--- src/rtl/wb_stage.sv ---
// wb_stage: MEM->WB pipeline register with writeback source select at capture.
// Optional retirement counter is built only when WB_RETIRE_CNT_EN is defined.
module wb_stage (
  input  logic        clk,
  input  logic        rst,
  input  logic        mem_wreg,
  input  logic        mem_m2reg,
  input  logic [4:0]  mem_destR,
  input  logic [31:0] mem_aluR,
  input  logic [31:0] mem_mdata,
  input  logic        mem_valid,
  input  logic        wb_stall,
  input  logic        wb_flush,
  input  logic [3:0]  MEM_ins_type,
  input  logic [3:0]  MEM_ins_number,
  output logic [4:0]  wb_destR,
  output logic [31:0] wb_dest,
  output logic        wb_wreg,
  output logic        wb_valid,
  output logic [3:0]  WB_ins_type,
  output logic [3:0]  WB_ins_number,
  output logic [31:0] retire_cnt
);

  logic        valid_q, valid_d;
  logic        wreg_q, wreg_d;
  logic [4:0]  dest_r_q, dest_r_d;
  logic [31:0] dest_q, dest_d;
  logic [3:0]  ins_type_q, ins_type_d;
  logic [3:0]  ins_num_q, ins_num_d;

  // Flush wins over stall; flushed payload fields are simply left as they were.
  always_comb begin
    valid_d    = valid_q;
    wreg_d     = wreg_q;
    dest_r_d   = dest_r_q;
    dest_d     = dest_q;
    ins_type_d = ins_type_q;
    ins_num_d  = ins_num_q;
    if (wb_flush) begin
      valid_d = 1'b0;
    end else if (!wb_stall) begin
      valid_d    = mem_valid;
      wreg_d     = mem_wreg;
      dest_r_d   = mem_destR;
      dest_d     = mem_m2reg ? mem_mdata : mem_aluR;
      ins_type_d = MEM_ins_type;
      ins_num_d  = MEM_ins_number;
    end
  end

  always_ff @(posedge clk or negedge rst) begin
    if (!rst) begin
      valid_q    <= 1'b0;
      wreg_q     <= 1'b0;
      dest_r_q   <= 5'd0;
      dest_q     <= 32'd0;
      ins_type_q <= 4'd0;
      ins_num_q  <= 4'd0;
    end else begin
      valid_q    <= valid_d;
      wreg_q     <= wreg_d;
      dest_r_q   <= dest_r_d;
      dest_q     <= dest_d;
      ins_type_q <= ins_type_d;
      ins_num_q  <= ins_num_d;
    end
  end

  assign wb_valid      = valid_q;
  assign wb_wreg       = valid_q & wreg_q & (dest_r_q != 5'd0);
  assign wb_destR      = dest_r_q;
  assign wb_dest       = dest_q;
  assign WB_ins_type   = ins_type_q;
  assign WB_ins_number = ins_num_q;

`ifdef WB_RETIRE_CNT_EN
  logic [31:0] retire_cnt_q, retire_cnt_d;

  // A stalled instruction only retires in the cycle its stall is released.
  assign retire_cnt_d = (valid_q && !wb_stall) ? retire_cnt_q + 32'd1 : retire_cnt_q;

  always_ff @(posedge clk or negedge rst) begin
    if (!rst) retire_cnt_q <= 32'd0;
    else      retire_cnt_q <= retire_cnt_d;
  end

  assign retire_cnt = retire_cnt_q;
`else
  assign retire_cnt = 32'h0;
`endif

endmodule
--- config.mk ---
export PLATFORM = sky130hd
export DESIGN_NAME = wb_stage
export DESIGN_NICKNAME = d
export VERILOG_FILES = /design/src/rtl/wb_stage.sv
export SDC_FILE = /design/constraint.sdc
export NUM_CORES = 1
export LEC_CHECK = 0
export ABC_AREA = 1
export CAP_MARGIN = 20
export CORE_MARGIN = 2
export CORE_UTILIZATION = 59
export CTS_BUF_LIST = sky130_fd_sc_hd__clkbuf_8
export CTS_CLUSTER_SIZE = 30
export DETAILED_ROUTE_END_ITERATION = 8
export DONT_BUFFER_PORTS = 1
export PLACE_DENSITY = 0.76
export SLEW_MARGIN = 20
export SYNTH_ARGS = -nofsm -noshare
export SYNTH_HDL_FRONTEND = slang
export SYNTH_SLANG_ARGS = --single-unit
--- constraint.sdc ---
create_clock -name clk -period 0.8 [get_ports clk]
set_input_delay 0.08 -clock clk [delete_from_list [all_inputs] [get_ports clk]]
set_output_delay 0.08 -clock clk [all_outputs]
set_load 0.02 [all_outputs]
==> flow_metrics.py, run 1 <==
metrics = {
    "pwr": {
        "total_power_uw": 7103,
        "p_int_uw": 4616,
        "powerDensity_nw_per_um2": 1810,
        "leakage_uw": 0.002096,
        "irDropWorstVdd_v": 0.001316,
        "sw_frac_of_total_pct": 35.01,
        "pwr-share-comb_pct": 36.9,
        "switching_power_uw": 2486,
        "power_frac_seq_pct": 42.0,
        "clkPwrFrac_pct": 21.1,
    },
    "routing": {
        "post_drt_via_cell_ratio": 5.373,
        "drt_iter0_markers": 209,
        "routedWlPerCell_um": 18.45,
        "via_count": 2767,
        "wirelength_mm": 9.501,
        "ant_nets": 0,
        "drt_first_pass_iters": 5,
        "drcViolationCount": 0,
    },
    "yosys": {
        "synthMostInstantiatedCell": "nand2_1",
        "synth_top_area_cell": "dfrtp_1",
        "syn_avg_cell_area_um2": 7.584,
        "synth_top_area_share_pct": 45.21,
        "ys_top_cells_by_area": "dfrtp_1, nand2_1, buf_4",
        "syn_inst": 343,
        "syn_area_um2": 2601,
        "synth_edf_count": 0,
        "synth.ff_latch_count": 47,
        "synth_seq_area_share_pct": 45.21,
        "netlist-cell-type-count": 17,
        "ys.flop_type": "dfrtp_1",
        "yosysWarnings": 0,
        "ys_top_cells_by_count": "nand2_1, dfrtp_1, inv_1, buf_4, nand3_1",
        "async_reset_ff_share_pct": 100.0,
    },
    "setup_path": {
        "r2r_setup_slack_ns": -0.11,
        "cp_max_fo": 3,
        "crit_arrival_ns": 1.16,
        "critPathCaptureType": "output pin",
        "reg2reg_from": "wb_dest[8]",
        "cp.required_ns": 0.72,
        "r2r_end": "wb_dest[8]",
        "path_class": "reg2out",
        "startpoint_type": "flop",
        "setup.worst_path.start": "wb_destR[1]",
        "reg2reg_depth": 4,
        "setup.worst_path.end": "wb_destR[1]",
    },
    "cells_and_area": {
        "drive_gt1_share_pct": 25.49,
        "syn2layout_area_growth_pct": 50.84,
        "n_antenna_cell": 0,
        "nNetsFinal": 546,
        "instances_no_fill": 515,
    },
    "clock_network": {
        "cts_buffer_depth": 2,
        "clk_pin_slew_ns": 0.10,
        "h-tree-depth": 2,
        "cts_sinks": 47,
        "clock_latency_ns": 0.31,
        "cts_hold_buffers": 50,
        "numCtsBuffers": 5,
        "cts_tree": "yes",
        "cts-root-buf": "clkbuf_8",
    },
    "sta": {
        "worst_slew_pin_slew_ns": 0.5261,
        "hold_viol_final": 47,
        "rsz0062_at_grt": "yes",
        "slew_headroom_pct": 64.87,
        "post-route-period-util_pct": 154.5,
        "fin_ws_ns": -0.4361,
        "setup_viol": 57,
        "skew_ns": 0,
        "hold_ws_ns": -0.5502,
        "min_period_ns": 1.236,
        "slew_violations": 0,
        "fmax_mhz": 809.0,
    },
    "run_status": {
        "failed_checks": "negative hold slack, negative setup slack",
        "status": "finished, violations left",
    },
    "floorplan": {
        "dieArea_um2": 4956,
        "ios": 163,
        "die_h_um": 70.40,
        "initial_core_util_pct": 60.58,
        "dieWidth_um": 70.40,
        "rows": 24,
        "core_area_um2": 4294,
    },
    "global_routing": {
        "antenna_found_initial": 0,
        "grt_pass1_wl_mm": 12.69,
        "grt_pass1_vias": 2647,
        "grt-ovfl-total": 0,
        "grt_max_degree": 56,
        "grt_usage_pct": 33.59,
    },
    "hold_path": {
        "hold_class": "in2async",
    },
    "placement": {
        "pre_cts_ws_ns": 0.01075,
        "placed_cells": 427,
        "io_buffers": 0,
        "hpwl_mm": 3.652,
        "gp_congestion": 0.7594,
    },
    "job": {
        "drv_cap": 0,
    },
}
## metrics by stage
step                utilization (%)  setup TNS [ns]  hold slack, ns  instance area [um^2]
floorplan                         -        -0.02088         -0.2156                  2721
global placement              65.82               0         -0.2147                  2826
detailed placement            65.82               0         -0.2149                  2826
CTS                           85.43          -8.709         -0.5489                  3669
global route                  91.38          -8.803         -0.5646                  3924
finish                        91.38          -7.724         -0.5502                  3924
## metal layers
| metal | vias to the layer above | routed length, um | GRT usage [%] |
|---|---|---|---|
| met3 | 55 | 1018 | 9.235 |
| met1 | 1277 | 3107 | 34.80 |
| met2 | 246 | 4891 | 60.59 |
| li1 | 1189 | - | - |
| met5 | - | 0 | 0 |
| met4 | 0 | 483 | 18.38 |
## state kept, by name (all words and copies together), names as in the netlist
name           cells
WB_ins_number      4
wb_valid           1
WB_ins_type        4
wreg_q             1
wb_destR           5
wb_dest           32
## power by group through the flow
stage	combinational [uW]	clock, uW	sequential [uW]
2_1_floorplan	788	0	3300
3_3_place_gp	1600	0	2900
3_5_place_dp	1640	0	2920
4_1_cts	2130	1500	2930
5_1_grt	2740	1590	3000
6_report	2620	1500	2980
## critical path, cell delays in order, from the launching register on
cell	delay (ns)
dfrtp_2	0.46
buf_4	0.15
buf_6	0.11
buf_6	0.12
## timing repair
action                     CTS  global route
hold endpoints to repair    94            47
setup endpoints to repair   47            62
gates resized for setup     46            34
setup buffers               10            21
pin swaps                    2             9
## worst min path at each step
stage	slack, ns	depth (start not counted)	end
finish	-0.55	0	WB_ins_type[0]
global route	-0.56	0	WB_ins_type[0]
detailed placement	-0.21	0	wb_dest[3]
floorplan	-0.22	0	WB_ins_number[0]
CTS	-0.55	0	WB_ins_type[3]
global placement	-0.21	0	wb_dest[3]
## cell type report
type	instances	area (um^2)
clock inverter	3	25.02
tap	52	65.06
multi-input combinational	242	1117
inverter	37	138.9
sequential	47	1180
fill	174	370.4
timing repair buffer	129	1329
clock buffer	5	68.82
## cells in the final DEF (no fill, tap or decap), drive strengths merged, types with 2 or more instances in the layout
| cell | count |
|---|---|
| nand3 | 32 |
| or2 | 31 |
| inv | 37 |
| dlygate4sd3 | 49 |
| clkbuf | 5 |
| nand2 | 141 |
| conb | 32 |
| dfrtp | 47 |
| o21ai | 2 |
| clkinv | 2 |
| buf | 79 |
| nor2 | 3 |
## kinds of logic (layout without fill, tap and decap cells)
kind of cell / count (synthesis) / after routing / share of synthesized area [%]
buf+inv: 85 / 174 / 19.38
compound gates: 3 / 3 / 0.5770
flops: 47 / 47 / 45.21
other cells: 1 / 32 / 0.1442
simple gates: 207 / 207 / 34.68
Note: power is estimated with default switching activity, not from simulation.
==> run 2: changes to the inputs <==
--- a/config.mk
+++ b/config.mk
@@ -5,7 +5,6 @@
 export SDC_FILE = /design/constraint.sdc
 export NUM_CORES = 1
 export LEC_CHECK = 0
-export ABC_AREA = 1
 export CAP_MARGIN = 20
 export CORE_MARGIN = 2
 export CORE_UTILIZATION = 59
==> run 2 against run 1 <==
The flow still finishes with violations (negative hold slack, negative setup slack); clock power about the same; clock-buffer cell count up 2; area after synthesis down 8.8%; routed wire length down 32%; core utilization down 9.6 points; synthesized cell count down 39%; cell count down 36%; worst hold slack better by 0.027 ns.
==> flow_metrics.py, run 2 <==
metrics = {
    "yosys": {
        "async_reset_ff_share_pct": 100.0,
        "synth_top_area_cell": "dfrtp_1",
        "yosysWarnings": 0,
        "ys_top_cells_by_area": "dfrtp_1, mux2i_1, o21ai_0",
        "synthMostInstantiatedCell": "o21ai_0",
        "netlist-cell-type-count": 16,
        "synth_edf_count": 0,
        "synth_seq_area_share_pct": 49.55,
        "ys.flop_type": "dfrtp_1",
        "synth_compound_gate_area_share_pct": 13.92,
        "synth_top_family_by_area": "multiplexers",
        "syn_area_um2": 2374,
        "synth_top_area_share_pct": 49.55,
        "syn_avg_cell_area_um2": 11.30,
        "synthMuxAreaShare_pct": 21.82,
        "syn_inst": 210,
        "synth_fa_ha_area_share_pct": 0,
        "synth.ff_latch_count": 47,
        "ys_top_cells_by_count": "o21ai_0, dfrtp_1, mux2i_1, buf_4, mux2_4",
        "synthXorXnorAreaFrac_pct": 0,
        "post_synth_and_or_nand_nor_area_fraction_pct": 0.6853,
    },
    "routing": {
        "post_drt_via_cell_ratio": 5.509,
        "drt_first_pass_iters": 4,
        "wirelength_mm": 6.485,
        "via_count": 1829,
        "routedWlPerCell_um": 19.53,
        "drt_iter0_markers": 110,
        "ant_nets": 0,
        "drcViolationCount": 0,
    },
    "placement": {
        "hpwl_mm": 3.884,
        "pre_cts_ws_ns": -0.4169,
        "io_buffers": 0,
        "gp_congestion": 0.6361,
    },
    "setup_path": {
        "startpoint_type": "flop",
        "r2r_end": "wb_destR[1]",
        "cp_max_fo": 2,
        "reg2reg_depth": 4,
        "path_buf_inv": 0,
        "path_class": "reg2out",
        "crit_arrival_ns": 1.45,
        "slowest_delay_ns": 0.41,
        "crit_family": "flip-flops",
        "r2r_setup_slack_ns": -0.34,
        "cp_slowest_cell": "dfrtp_2",
        "cp.required_ns": 0.72,
        "worstPathCellList": "or3_1, o311a_4",
        "reg2reg_from": "wb_destR[1]",
        "critPathCaptureType": "output pin",
        "cp.depth": 2,
    },
    "cells_and_area": {
        "largest_register_ffs": 32,
        "final_common_cell": "buf_6",
        "drive_gt1_share_pct": 32.62,
        "n_antenna_cell": 0,
        "fillers": 215,
        "multi_input_area_um2": 1022,
        "syn2layout_area_growth_pct": 35.85,
        "nNetsFinal": 365,
        "fin_util_pct": 81.78,
        "final_cell_mix": "buf_6, dfrtp_1, o21ai_0",
        "ff_latch_area_um2": 1179,
    },
    "global_routing": {
        "grt-ovfl-total": 0,
        "grt_pass1_wl_mm": 8.852,
        "antenna_found_initial": 0,
        "grt_max_degree": 48,
        "grt_pass1_vias": 1789,
        "grt_usage_pct": 27.19,
    },
    "clock_network": {
        "cts_sinks": 47,
        "cts_tree": "yes",
        "h-tree-depth": 2,
        "numCtsBuffers": 5,
        "cts-root-buf": "clkbuf_8",
        "cts_buffer_depth": 2,
        "clk_pin_slew_ns": 0.08,
        "clock_latency_ns": 0.29,
    },
    "sta": {
        "setup_viol": 60,
        "skew_ns": 0,
        "post-route-period-util_pct": 191.5,
        "min_period_ns": 1.532,
        "rsz0062_at_grt": "yes",
        "hold_ws_ns": -0.5236,
        "hold_viol_final": 76,
        "fin_ws_ns": -0.7318,
        "fmax_mhz": 652.8,
        "slew_violations": 0,
    },
    "floorplan": {
        "ios": 163,
        "dieArea_um2": 4546,
        "die_h_um": 67.43,
        "rows": 23,
        "dieWidth_um": 67.43,
        "core_area_um2": 3943,
        "initial_core_util_pct": 60.20,
    },
    "pwr": {
        "leakage_uw": 0.001582,
        "irDropWorstVdd_v": 0.001842,
        "powerDensity_nw_per_um2": 2065,
        "total_power_uw": 6659,
    },
    "run_status": {
        "status": "finished, violations left",
        "failed_checks": "negative hold slack, negative setup slack",
    },
    "hold_path": {
        "hold_class": "in2async",
    },
    "job": {
        "drv_cap": 0,
    },
}
## run 2: changes by cell type after synthesis, moves of 6 or more
cell      before  now
clkbuf_1       0    6
nand3_1       32    0
mux2_4         0    8
mux2i_1        0   33
or2_0         22    0
nand2_1      141    0
o21ai_0        2   64
mux2_2         0    6
inv_1         36    0
## run 2: how the worst max path moves through the flow
stage,from,to
final,wb_destR[1],wb_wreg
after global routing,wb_destR[1],wb_wreg
after CTS,wb_destR[1],wb_wreg
after detailed placement,wb_destR[1],wb_wreg
after global placement,wb_destR[1],wb_wreg
after floorplan,wb_destR[1],wb_wreg
## run 2: area by class of cell
| type | instances | area share [%] |
|---|---|---|
| Clock inverter | 1 | 0.1164 |
| Sequential cell | 47 | 36.55 |
| Clock buffer | 7 | 2.988 |
| Timing Repair Buffer | 80 | 26.70 |
| Multi-Input combinational cell | 147 | 31.70 |
| Tap cell | 50 | 1.940 |
## run 2: power breakdown
part | switching [uW] | leakage, uW | internal [uW]
Clock | 741 | 0.0000557 | 777
Sequential | 268 | 0.000571 | 2710
Combinational | 1020 | 0.000955 | 1150
## run 2: cells by family (layout without fill, tap and decap cells)
family,Yosys count,in the layout
AOI/OAI and AO/OA,65,65
muxes,47,47
DFF,47,47
buffers and inverters,47,88
and+or+nand+nor,3,3
other,1,32
## run 2: repair_timing
item                                    in CTS  in global routing
endpoints found under the setup margin      50                 59
hold buffers                                14                  2
hold endpoints to repair                    93                 75
pin swaps                                    0                  0
setup buffers                                6                  7
gates resized for setup                     51                 12
## run 2: per-layer routing
| layer | vias to the layer above | GRT usage [%] | wire (um) |
|---|---|---|---|
| met2 | 111 | 49.63 | 3686 |
| met4 | 0 | 10.20 | 148 |
| met5 | - | 0 | 0 |
| met3 | 14 | 6.500 | 465 |
| li1 | 811 | - | - |
| met1 | 893 | 30.63 | 2186 |
## run 2: worst register-to-register path: stages, from the launching register on
cell and delay [ns]:
dfrtp_2 0.41, buf_4 0.13, buf_4 0.13, buf_6 0.12
mux2_4 0.25
## run 2: stage by stage
stage | TNS [ns] | area [um^2] | instances
finish | -7.615 | 3224 | 332
global route | -9.109 | 3224 | 332
CTS | -6.692 | 3114 | 323
detailed placement | -7.303 | 2645 | 295
global placement | -6.261 | 2645 | 295
floorplan | -2.165 | 2537 | 241
